$ cat src/rtl/modulo_escalonador_rolhas.sv
// -----------------------------------------------------------------------------
// modulo_escalonador_rolhas
// Sequencer/arbiter for the two cork buffers. It owns the secondary buffer
// (operator bulk loads, ceiling MAX_SEC) and the main buffer that feeds the
// sealing station. The single secondary-buffer count path is shared between
// operator loads (one cork per cycle) and automatic refills (TRANSFER corks
// moved one per cycle from secondary to main). Refill always wins arbitration.
// Single-cork seal requests are serviced in every state.
//
// Ports:
//   clk_i           system clock
//   reset_i         synchronous active-high reset
//   op_load_req_i   operator load request (level, held until ack/rej)
//   op_load_qty_i   corks to add, stable while the request is held
//   op_load_ack_o   one-cycle pulse: load completed
//   op_load_rej_o   one-cycle pulse: load refused (would exceed MAX_SEC)
//   seal_req_i      one-cycle pulse: consume one cork from main
//   seal_ack_o      one-cycle pulse: cork granted
//   seal_nak_o      one-cycle pulse: main buffer empty
//   sec_count_o     secondary buffer contents
//   main_count_o    main buffer contents
//   ro_o            main buffer empty
//   refill_done_o   one-cycle pulse at end of refill
//   busy_o          sequencer not idle
//   state_o         IDLE=00, LOAD=01, REFILL=10
// -----------------------------------------------------------------------------
module modulo_escalonador_rolhas #(
    parameter int unsigned MAX_SEC   = 99,
    parameter int unsigned INIT_MAIN = 20,
    parameter int unsigned MIN_MAIN  = 5,
    parameter int unsigned TRANSFER  = 20
) (
    input  logic       clk_i,
    input  logic       reset_i,
    input  logic       op_load_req_i,
    input  logic [6:0] op_load_qty_i,
    output logic       op_load_ack_o,
    output logic       op_load_rej_o,
    input  logic       seal_req_i,
    output logic       seal_ack_o,
    output logic       seal_nak_o,
    output logic [6:0] sec_count_o,
    output logic [4:0] main_count_o,
    output logic       ro_o,
    output logic       refill_done_o,
    output logic       busy_o,
    output logic [1:0] state_o
);

    typedef enum logic [1:0] {
        ST_IDLE   = 2'b00,
        ST_LOAD   = 2'b01,
        ST_REFILL = 2'b10
    } state_t;

    localparam logic [6:0] MAX_SEC_C   = 7'(MAX_SEC);
    localparam logic [4:0] INIT_MAIN_C = 5'(INIT_MAIN);
    localparam logic [4:0] MIN_MAIN_C  = 5'(MIN_MAIN);
    localparam logic [6:0] TRANSFER_C  = 7'(TRANSFER);

    state_t     state_q, state_d;
    logic [6:0] sec_q, sec_d;
    logic [4:0] main_q, main_d;
    logic [6:0] rem_q, rem_d;
    logic       ack_q, ack_d;
    logic       rej_q, rej_d;
    logic       sack_q, sack_d;
    logic       snak_q, snak_d;
    logic       done_q, done_d;

    logic       refill_want_s;
    logic       op_pending_s;
    logic [7:0] load_sum_s;
    logic       load_over_s;
    logic       load_zero_s;
    logic       last_step_s;
    logic       seal_take_s;
    logic       main_inc_s;

    // Arbitration and step qualifiers, all derived from registered state
    assign refill_want_s = (main_q < MIN_MAIN_C) && (sec_q >= TRANSFER_C);
    // The ack/rej pulse cycle still sees the held request; masking it avoids re-serving it
    assign op_pending_s  = op_load_req_i && !ack_q && !rej_q;
    // 8-bit sum so that 7-bit overflow cannot hide an over-ceiling load
    assign load_sum_s    = {1'b0, sec_q} + {1'b0, op_load_qty_i};
    assign load_over_s   = load_sum_s > {1'b0, MAX_SEC_C};
    assign load_zero_s   = (op_load_qty_i == 7'd0);
    assign last_step_s   = (rem_q <= 7'd1);
    assign seal_take_s   = seal_req_i && (main_q != 5'd0);

    // State and datapath registers with synchronous reset
    always_ff @(posedge clk_i) begin
        if (reset_i) begin
            state_q <= ST_IDLE;
            sec_q   <= 7'd0;
            main_q  <= INIT_MAIN_C;
            rem_q   <= 7'd0;
            ack_q   <= 1'b0;
            rej_q   <= 1'b0;
            sack_q  <= 1'b0;
            snak_q  <= 1'b0;
            done_q  <= 1'b0;
        end else begin
            state_q <= state_d;
            sec_q   <= sec_d;
            main_q  <= main_d;
            rem_q   <= rem_d;
            ack_q   <= ack_d;
            rej_q   <= rej_d;
            sack_q  <= sack_d;
            snak_q  <= snak_d;
            done_q  <= done_d;
        end
    end

    // Next-state logic: refill has priority over operator loads in IDLE
    always_comb begin
        state_d = state_q;
        case (state_q)
            ST_IDLE: begin
                if (refill_want_s) begin
                    state_d = ST_REFILL;
                end else if (op_pending_s && !load_over_s && !load_zero_s) begin
                    state_d = ST_LOAD;
                end else begin
                    state_d = ST_IDLE;
                end
            end
            ST_LOAD: begin
                if (last_step_s) begin
                    state_d = ST_IDLE;
                end else begin
                    state_d = ST_LOAD;
                end
            end
            ST_REFILL: begin
                if (last_step_s) begin
                    state_d = ST_IDLE;
                end else begin
                    state_d = ST_REFILL;
                end
            end
            default: state_d = ST_IDLE;
        endcase
    end

    // Buffer counters, step counter and response pulses
    always_comb begin
        sec_d      = sec_q;
        rem_d      = rem_q;
        ack_d      = 1'b0;
        rej_d      = 1'b0;
        done_d     = 1'b0;
        main_inc_s = 1'b0;
        case (state_q)
            ST_IDLE: begin
                if (refill_want_s) begin
                    rem_d = TRANSFER_C;
                end else if (op_pending_s) begin
                    if (load_over_s) begin
                        rej_d = 1'b1;
                    end else if (load_zero_s) begin
                        ack_d = 1'b1;
                    end else begin
                        rem_d = op_load_qty_i;
                    end
                end else begin
                    rem_d = rem_q;
                end
            end
            ST_LOAD: begin
                sec_d = sec_q + 7'd1;
                rem_d = rem_q - 7'd1;
                if (last_step_s) begin
                    ack_d = 1'b1;
                end else begin
                    ack_d = 1'b0;
                end
            end
            ST_REFILL: begin
                sec_d      = sec_q - 7'd1;
                rem_d      = rem_q - 7'd1;
                main_inc_s = 1'b1;
                if (last_step_s) begin
                    done_d = 1'b1;
                end else begin
                    done_d = 1'b0;
                end
            end
            default: rem_d = 7'd0;
        endcase

        // Seal is judged on the registered main count; a refill step plus a
        // granted cork cancel out
        sack_d = seal_take_s;
        snak_d = seal_req_i && (main_q == 5'd0);
        case ({main_inc_s, seal_take_s})
            2'b10:   main_d = main_q + 5'd1;
            2'b01:   main_d = main_q - 5'd1;
            default: main_d = main_q;
        endcase
    end

    // Outputs: pulses and counts come straight from registers
    always_comb begin
        op_load_ack_o = ack_q;
        op_load_rej_o = rej_q;
        seal_ack_o    = sack_q;
        seal_nak_o    = snak_q;
        refill_done_o = done_q;
        sec_count_o   = sec_q;
        main_count_o  = main_q;
        ro_o          = (main_q == 5'd0);
        busy_o        = (state_q != ST_IDLE);
        state_o       = state_q;
    end

endmodule

$ cat config.mk
export PLATFORM = sky130hd
export DESIGN_NAME = modulo_escalonador_rolhas
export DESIGN_NICKNAME = d
export VERILOG_FILES = /design/src/rtl/modulo_escalonador_rolhas.sv
export SDC_FILE = /design/constraint.sdc
export NUM_CORES = 1
export LEC_CHECK = 0
export ABC_AREA = 1
export CAP_MARGIN = 0
export CORE_MARGIN = 2
export CORE_UTILIZATION = 40
export CTS_CLUSTER_SIZE = 14
export DETAILED_ROUTE_END_ITERATION = 12
export HOLD_SLACK_MARGIN = 0.12
export PLACE_DENSITY = 0.64
export SLEW_MARGIN = 20
export SYNTH_ARGS = -nofsm -noshare
export SYNTH_HDL_FRONTEND = slang
export SYNTH_SLANG_ARGS = --single-unit
$ cat constraint.sdc
create_clock -name clk_i -period 3.4 [get_ports clk_i]
set_clock_uncertainty 0.2 [all_clocks]
set_input_delay 1.02 -clock clk_i [delete_from_list [all_inputs] [get_ports clk_i]]
set_output_delay 1.02 -clock clk_i [all_outputs]
set_load 0.05 [all_outputs]
== After elaboration in Yosys (flattened, before gate mapping) ==
Index checks and enable logic that the tools add are counted.

* $add $sub $neg: 6
* Order comparisons: 4
* Equal/unequal tests: 7
* Mux-type cells: 20
* Bitwise logic cells: 3
* Reductions and logical operators: 22

{| class="wikitable"
|+ Operators by type and width
! kind !! count
|-
| 7-bit two-way mux || 4
|-
| 7-bit one-hot mux with 2 select lines || 2
|-
| 7-bit by 1-bit subtractor with 7-bit output, second input constant || 2
|-
| 5-bit one-hot mux with 2 select lines || 1
|-
| 1-bit two-way mux || 9
|-
| 3-bit inequality test, second input constant || 3
|-
| 7-bit by 7-bit adder with 8-bit output || 1
|-
| 8-bit by 7-bit > comparator with 1-bit output, second input constant || 1
|-
| 7-bit by 1-bit adder with 7-bit output, second input constant || 1
|-
| 7-bit by 5-bit >= comparator with 1-bit output, second input constant || 1
|-
| 7-bit by 1-bit less-or-equal comparator with 1-bit output, second input constant || 1
|-
| 1-bit logical AND || 7
|-
| 7-bit zero test || 1
|-
| 2-bit one-hot mux with 3 select lines || 1
|-
| 2-bit nonzero test || 3
|-
| 5-bit by 1-bit adder with 5-bit output, second input constant || 1
|-
| 5-bit zero test || 1
|-
| 5-bit by 3-bit < comparator with 1-bit output, second input constant || 1
|-
| 5-bit nonzero test || 1
|-
| 5-bit by 1-bit subtractor with 5-bit output, second input constant || 1
|-
| 2-bit by 1-bit == test with 1-bit output, second input constant || 2
|-
| 2-bit == test, second input constant || 2
|-
| 1-bit zero test || 4
|-
| 2-bit two-way mux || 2
|-
| other kinds (6) || 9
|}

* Bits in registers: 26
* Input port bits: 11
* Output and inout port bits: 21
* Logic and storage cells: 71

== Longest topological paths before layout ==
* Word-level depth: 8
* Gate-level depth with buffers: 17
* Depth with buffers taken out: 17

== Worst setup path after synthesis ==
Ideal clock, no wire load.

* Kind: reg-to-reg
* Start point: register main_q[0] (netlist: main_count_o[0])
* End point: register main_q[4] (netlist: main_count_o[4])
* Library setup time: 0.125 ns
* Arrival time: 3.338 ns
* Required time: 3.075 ns
* Path slack: -0.263 ns
* Stages on the path, launching flop included: 15
* Buffers on the path: 0
* Period minus slack after synthesis: 3.663 ns
* Path through: dfxtp_1 -> inv_1 -> nand2_1 -> nor3_1 -> inv_1 -> nand2_1 -> inv_1 -> ha_1 -> ha_1 -> nand2_1 -> nor2_1 -> a211oi_1 -> nor2_1 -> o21ai_0 -> nand3_1

* Word-level cells in the longest chain between the ends: 4
* Elaborated cells between the ends (all ways): 8
* Classes of those cells: add/sub: 2; eq/ne: 2; mux: 1; reduce/logical: 3

{| class="wikitable"
|+ RTL lines
! element !! RTL line !! RTL
|-
| from (decl) || 63 || <nowiki>logic [4:0] main_q, main_d;</nowiki>
|-
| from (signal assigned) || 106 || <nowiki>main_q <= main_d;</nowiki>
|-
| 5-bit nonzero test (*) || 89 || <nowiki>assign seal_take_s = seal_req_i && (main_q != 5'd0);</nowiki>
|-
| 1-bit logical AND (*) || 89 ||
|-
| via sack_d || 67 || <nowiki>logic sack_q, sack_d;</nowiki>
|-
| 2-bit by 1-bit == test with 1-bit output / 2-bit == test (equally long branches) || 197 || <nowiki>case ({main_inc_s, seal_take_s})</nowiki>
|-
| 5-bit one-hot mux with 2 select lines / 2-bit nonzero test (equally long branches) || n/a ||
|}

Mark *: on every way through the listed nets, which the timed path passes. The rest lies on a longest branch.
A chain may end at the register's enable or synchronous reset.

== Worst setup path in the final report ==
* Start point: input port op_load_qty_i[0]
* End point: register rem_q[0]

* Word-level cells in the longest chain between the ends: 5
* Elaborated cells between the ends (all ways): 11
* Classes of those cells: add/sub: 1; order compare: 1; eq/ne: 2; mux: 5; reduce/logical: 2

{| class="wikitable"
|+ RTL lines
! element !! RTL line !! RTL
|-
| from (decl) || 36 || <nowiki>input logic [6:0] op_load_qty_i,</nowiki>
|-
| branches (longest 5 deep; another with 7-bit by 7-bit adder with 8-bit output) || n/a ||
|-
| to (signal assigned) || 107 || <nowiki>rem_q <= rem_d;</nowiki>
|-
| to (decl) || 64 || <nowiki>logic [6:0] rem_q, rem_d;</nowiki>
|}

Several ways; the timed one is not identified. The select of a mux whose other input is x is not followed.

==> reports/qor.yml <==
sta:
  rsz0062_at_grt: "false"
  slew_viol_final: 0
  slew_headroom_pct: 66.60
  report.final.hold_viol_count: 0
  max_freq_mhz: 315.6
  finalSetupViolCount: 0
  period_needed_ns: 3.168
  whs_ns: 0.2990
  period_share_pct: 93.19
  worst_slew_pin_slew_ns: 0.4994
floorplanning:
  die_h_um: 75.73
  io_pins: 32
  die_area_mm2: 0.005735
  die_w_um: 75.73
  start_util_pct: 40.82
  fp-row-count: 26
  core_area_mm2: 0.005042
cts:
  cts_setup_buffers: 0
  numCtsBuffers: 3
  cts-root-buf: "clkbuf_8"
  cts_max_level: 1
  cts.sinks: 26
  clockBufferDepth: 2
  ctsResizeCount: 0
  ctsHoldBuffers: 0
  clkTransAtPathRegs_ns: 0.10
  clock_latency_ns: 0.28
  cts_tree: "yes"
detailed_routing:
  routedWlPerCell_um: 11.98
  vias: 2008
  drt_pass1_iterations: 4
  drtIter0Drc: 80
  drc: 0
  postRouteAntennaNets: 0
  drt-total-wl_um: 4936
  vias_per_cell: 4.874
power_and_ir_drop:
  p_leak_nw: 1.317
  combPwrFrac_pct: 62.6
  p_switching_w: 0.001005
  internal-power_w: 0.001010
  switching_share_pct: 49.86
  clock_power_share_pct: 13.5
  p_seq_share_pct: 23.9
  peakVddDrop_v: 0.0004375
  power.density_mw_per_mm2: 793.8
  total_power_w: 0.002015
cells_and_area:
  diodes: 0
  fin_util_pct: 50.35
  nets: 379
  area_delta_synth_final_pct: 23.34
  fin_area_mm2: 0.002539
  drive_above_1_share_pct: 7.018
  layout.cells.non_filler: 412
global_routing:
  track_usage_pct: 18.75
  grt_pass1_wl_um: 8238
  grt_max_degree: 16
  grt_pass1_vias: 1847
  grt_overflow: 0
  antenna_found_initial: 0
setup_path:
  cpPeakStageDelay_ns: 0.48
  start_kind: "input port"
  r2r_slack_ns: 0.69
  crit_fanout: 11
  rr_worst_depth: 11
  worst-setup-path-type: "input port to register"
  cp_common_cell: "nand2_1"
  crit_arrival_ns: 3.15
  cp-startpoint: "op_load_qty_i[0]"
  cp-endpoint: "rem_q[0]$_SDFFE_PP0P_"
  worst_r2r_endpoint: "main_count_o[4]$_SDFFE_PP1P_"
  cp-end-kind: "register"
  path_cells: "clkdlybuf4s50_1, ha_1, inv_1, fa_1, inv_1, nand2_1, nand2_1, nand3_2, nand2_1, nand2_1, nand2_1, inv_1, nand3_2, nand4_2, buf_12, a21oi_1, nor2_1"
  crit_slowest_cell: "clkdlybuf4s50_1"
  worstPathRequired_ns: 3.39
  regToRegStartpoint: "state_o[0]$_SDFF_PP0_"
synth:
  synth_area_per_cell_um2: 6.704
  synth_top_area_share_pct: 25.29
  synth.area.top_cells: "dfxtp_1 (25%), ha_1 (13%), nand2_1 (13%), inv_1 (10%), nor2_1 (5.7%)"
  synth.distinct_cells: 32
  synthCells: 307
  ys_ff_latch: 26
  synth_top_area_cell: "dfxtp_1"
  syn_area_mm2: 0.002058
  yosysSeqAreaShare_pct: 25.29
  syn_nets: 343
  yosysWarnings: 0
place:
  dp_hpwl_um: 3957
  routabilityCongestion: 0.9149
  dp_cells: 408
  io_buffers: 31
  dpl-instance-area_mm2: 0.002467
min_path:
  hp-class: "register to register"
flow_run:
  max-cap-violations: 0
outcome:
  outcome: "complete, no violations"
critical path, delay by kind of cell:
family	cells	cell delay, ns
buf+inv	5	0.83
fa+ha+maj	2	0.54
compound gates	1	0.11
simple gates	9	0.64
how the worst min path moves through the flow:
stage / cells past startpoint / to / start
after global routing: 2 / main_count_o[4]$_SDFFE_PP1P_ / main_count_o[4]$_SDFFE_PP1P_
after floorplan: 4 / rem_q[3]$_SDFFE_PP0P_ / rem_q[3]$_SDFFE_PP0P_
final: 2 / main_count_o[4]$_SDFFE_PP1P_ / main_count_o[4]$_SDFFE_PP1P_
after CTS: 2 / main_count_o[4]$_SDFFE_PP1P_ / main_count_o[4]$_SDFFE_PP1P_
after global placement: 2 / main_count_o[4]$_SDFFE_PP1P_ / main_count_o[4]$_SDFFE_PP1P_
after detailed placement: 2 / main_count_o[4]$_SDFFE_PP1P_ / main_count_o[4]$_SDFFE_PP1P_
stage by stage:
| step | setup WS (ns) | setup TNS [ns] |
|---|---|---|
| 2_1_floorplan | 0.2099 | 0 |
| 3_3_place_gp | -0.02127 | -0.06563 |
| 3_5_place_dp | -0.08786 | -0.5031 |
| 4_1_cts | 0.2206 | 0 |
| 5_1_grt | 0.03675 | 0 |
| 6_report | 0.2317 | 0 |
state kept, by name, summed over array words and instances (netlist names):
signal         cells
main_count_o       5
op_load_ack_o      1
op_load_rej_o      1
refill_done_o      1
rem_q              7
seal_ack_o         1
seal_nak_o         1
sec_count_o        7
state_o            2
cell families after synthesis:
logic type | count (synthesis) | synth area share, %
xor+xnor | 6 | 2.553
compound gates | 49 | 12.65
flops | 26 | 25.29
buf+inv | 62 | 12.52
simple gates | 139 | 30.70
fa+ha+maj | 25 | 16.29
cell type report:
| cell class | count | area [um^2] |
|---|---|---|
| multi-input cells | 219 | 1285 |
| well taps | 70 | 87.58 |
| flip-flops and latches | 26 | 520.5 |
| inverters | 57 | 214.0 |
| repair buffers | 36 | 360.3 |
| clock buffers | 3 | 41.29 |
| clock inverters | 1 | 30.03 |
| fillers | 522 | 2504 |
synthesized netlist by cell type, drive strengths merged:
master   n
a211oi   1
a21o     1
a21oi   23
a31oi    1
a32o     1
and2     1
buf      2
clkbuf   3
dfxtp   26
fa       3
ha      22
inv     57
nand2   72
nand3   24
nand3b   1
nand4    3
nor2    32
nor3     2
nor3b    1
nor4     1
o211ai   1
o21ai   20
o22ai    1
or2      2
xnor2    2
xor2     4
power by group through the flow:
stage	logic, W	registers [W]	clock network (W)
final	0.00126	0.000482	0.000271
after detailed placement	0.00126	0.000489	0
after floorplan	0.000797	0.000642	0
after global routing	0.00140	0.000497	0.000287
after CTS	0.00127	0.000484	0.000278
after global placement	0.00124	0.000492	0
layout by cell type (no fill, tap or decap), drive strengths merged, types with 2 or more instances in the layout:
master / synthesis / final
nand2: 72 / 72
inv: 57 / 57
nor2: 32 / 32
clkdlybuf4s50: 0 / 31
dfxtp: 26 / 26
nand3: 24 / 24
a21oi: 23 / 23
ha: 22 / 22
o21ai: 20 / 20
buf: 2 / 5
xor2: 4 / 4
fa: 3 / 3
clkbuf: 3 / 3
nand4: 3 / 3
xnor2: 2 / 2
nor3: 2 / 2
or2: 2 / 2
per-layer routing:
metal  up-vias  part of all wire [%]  GRT usage, %
met5         -                     0             0
met4         0                  0.97         4.094
met3         4                   3.8         2.778
met2        46                    49         34.88
met1       914                    46         22.69
li1       1044                     -             -
(Power assumes the default switching activity.)
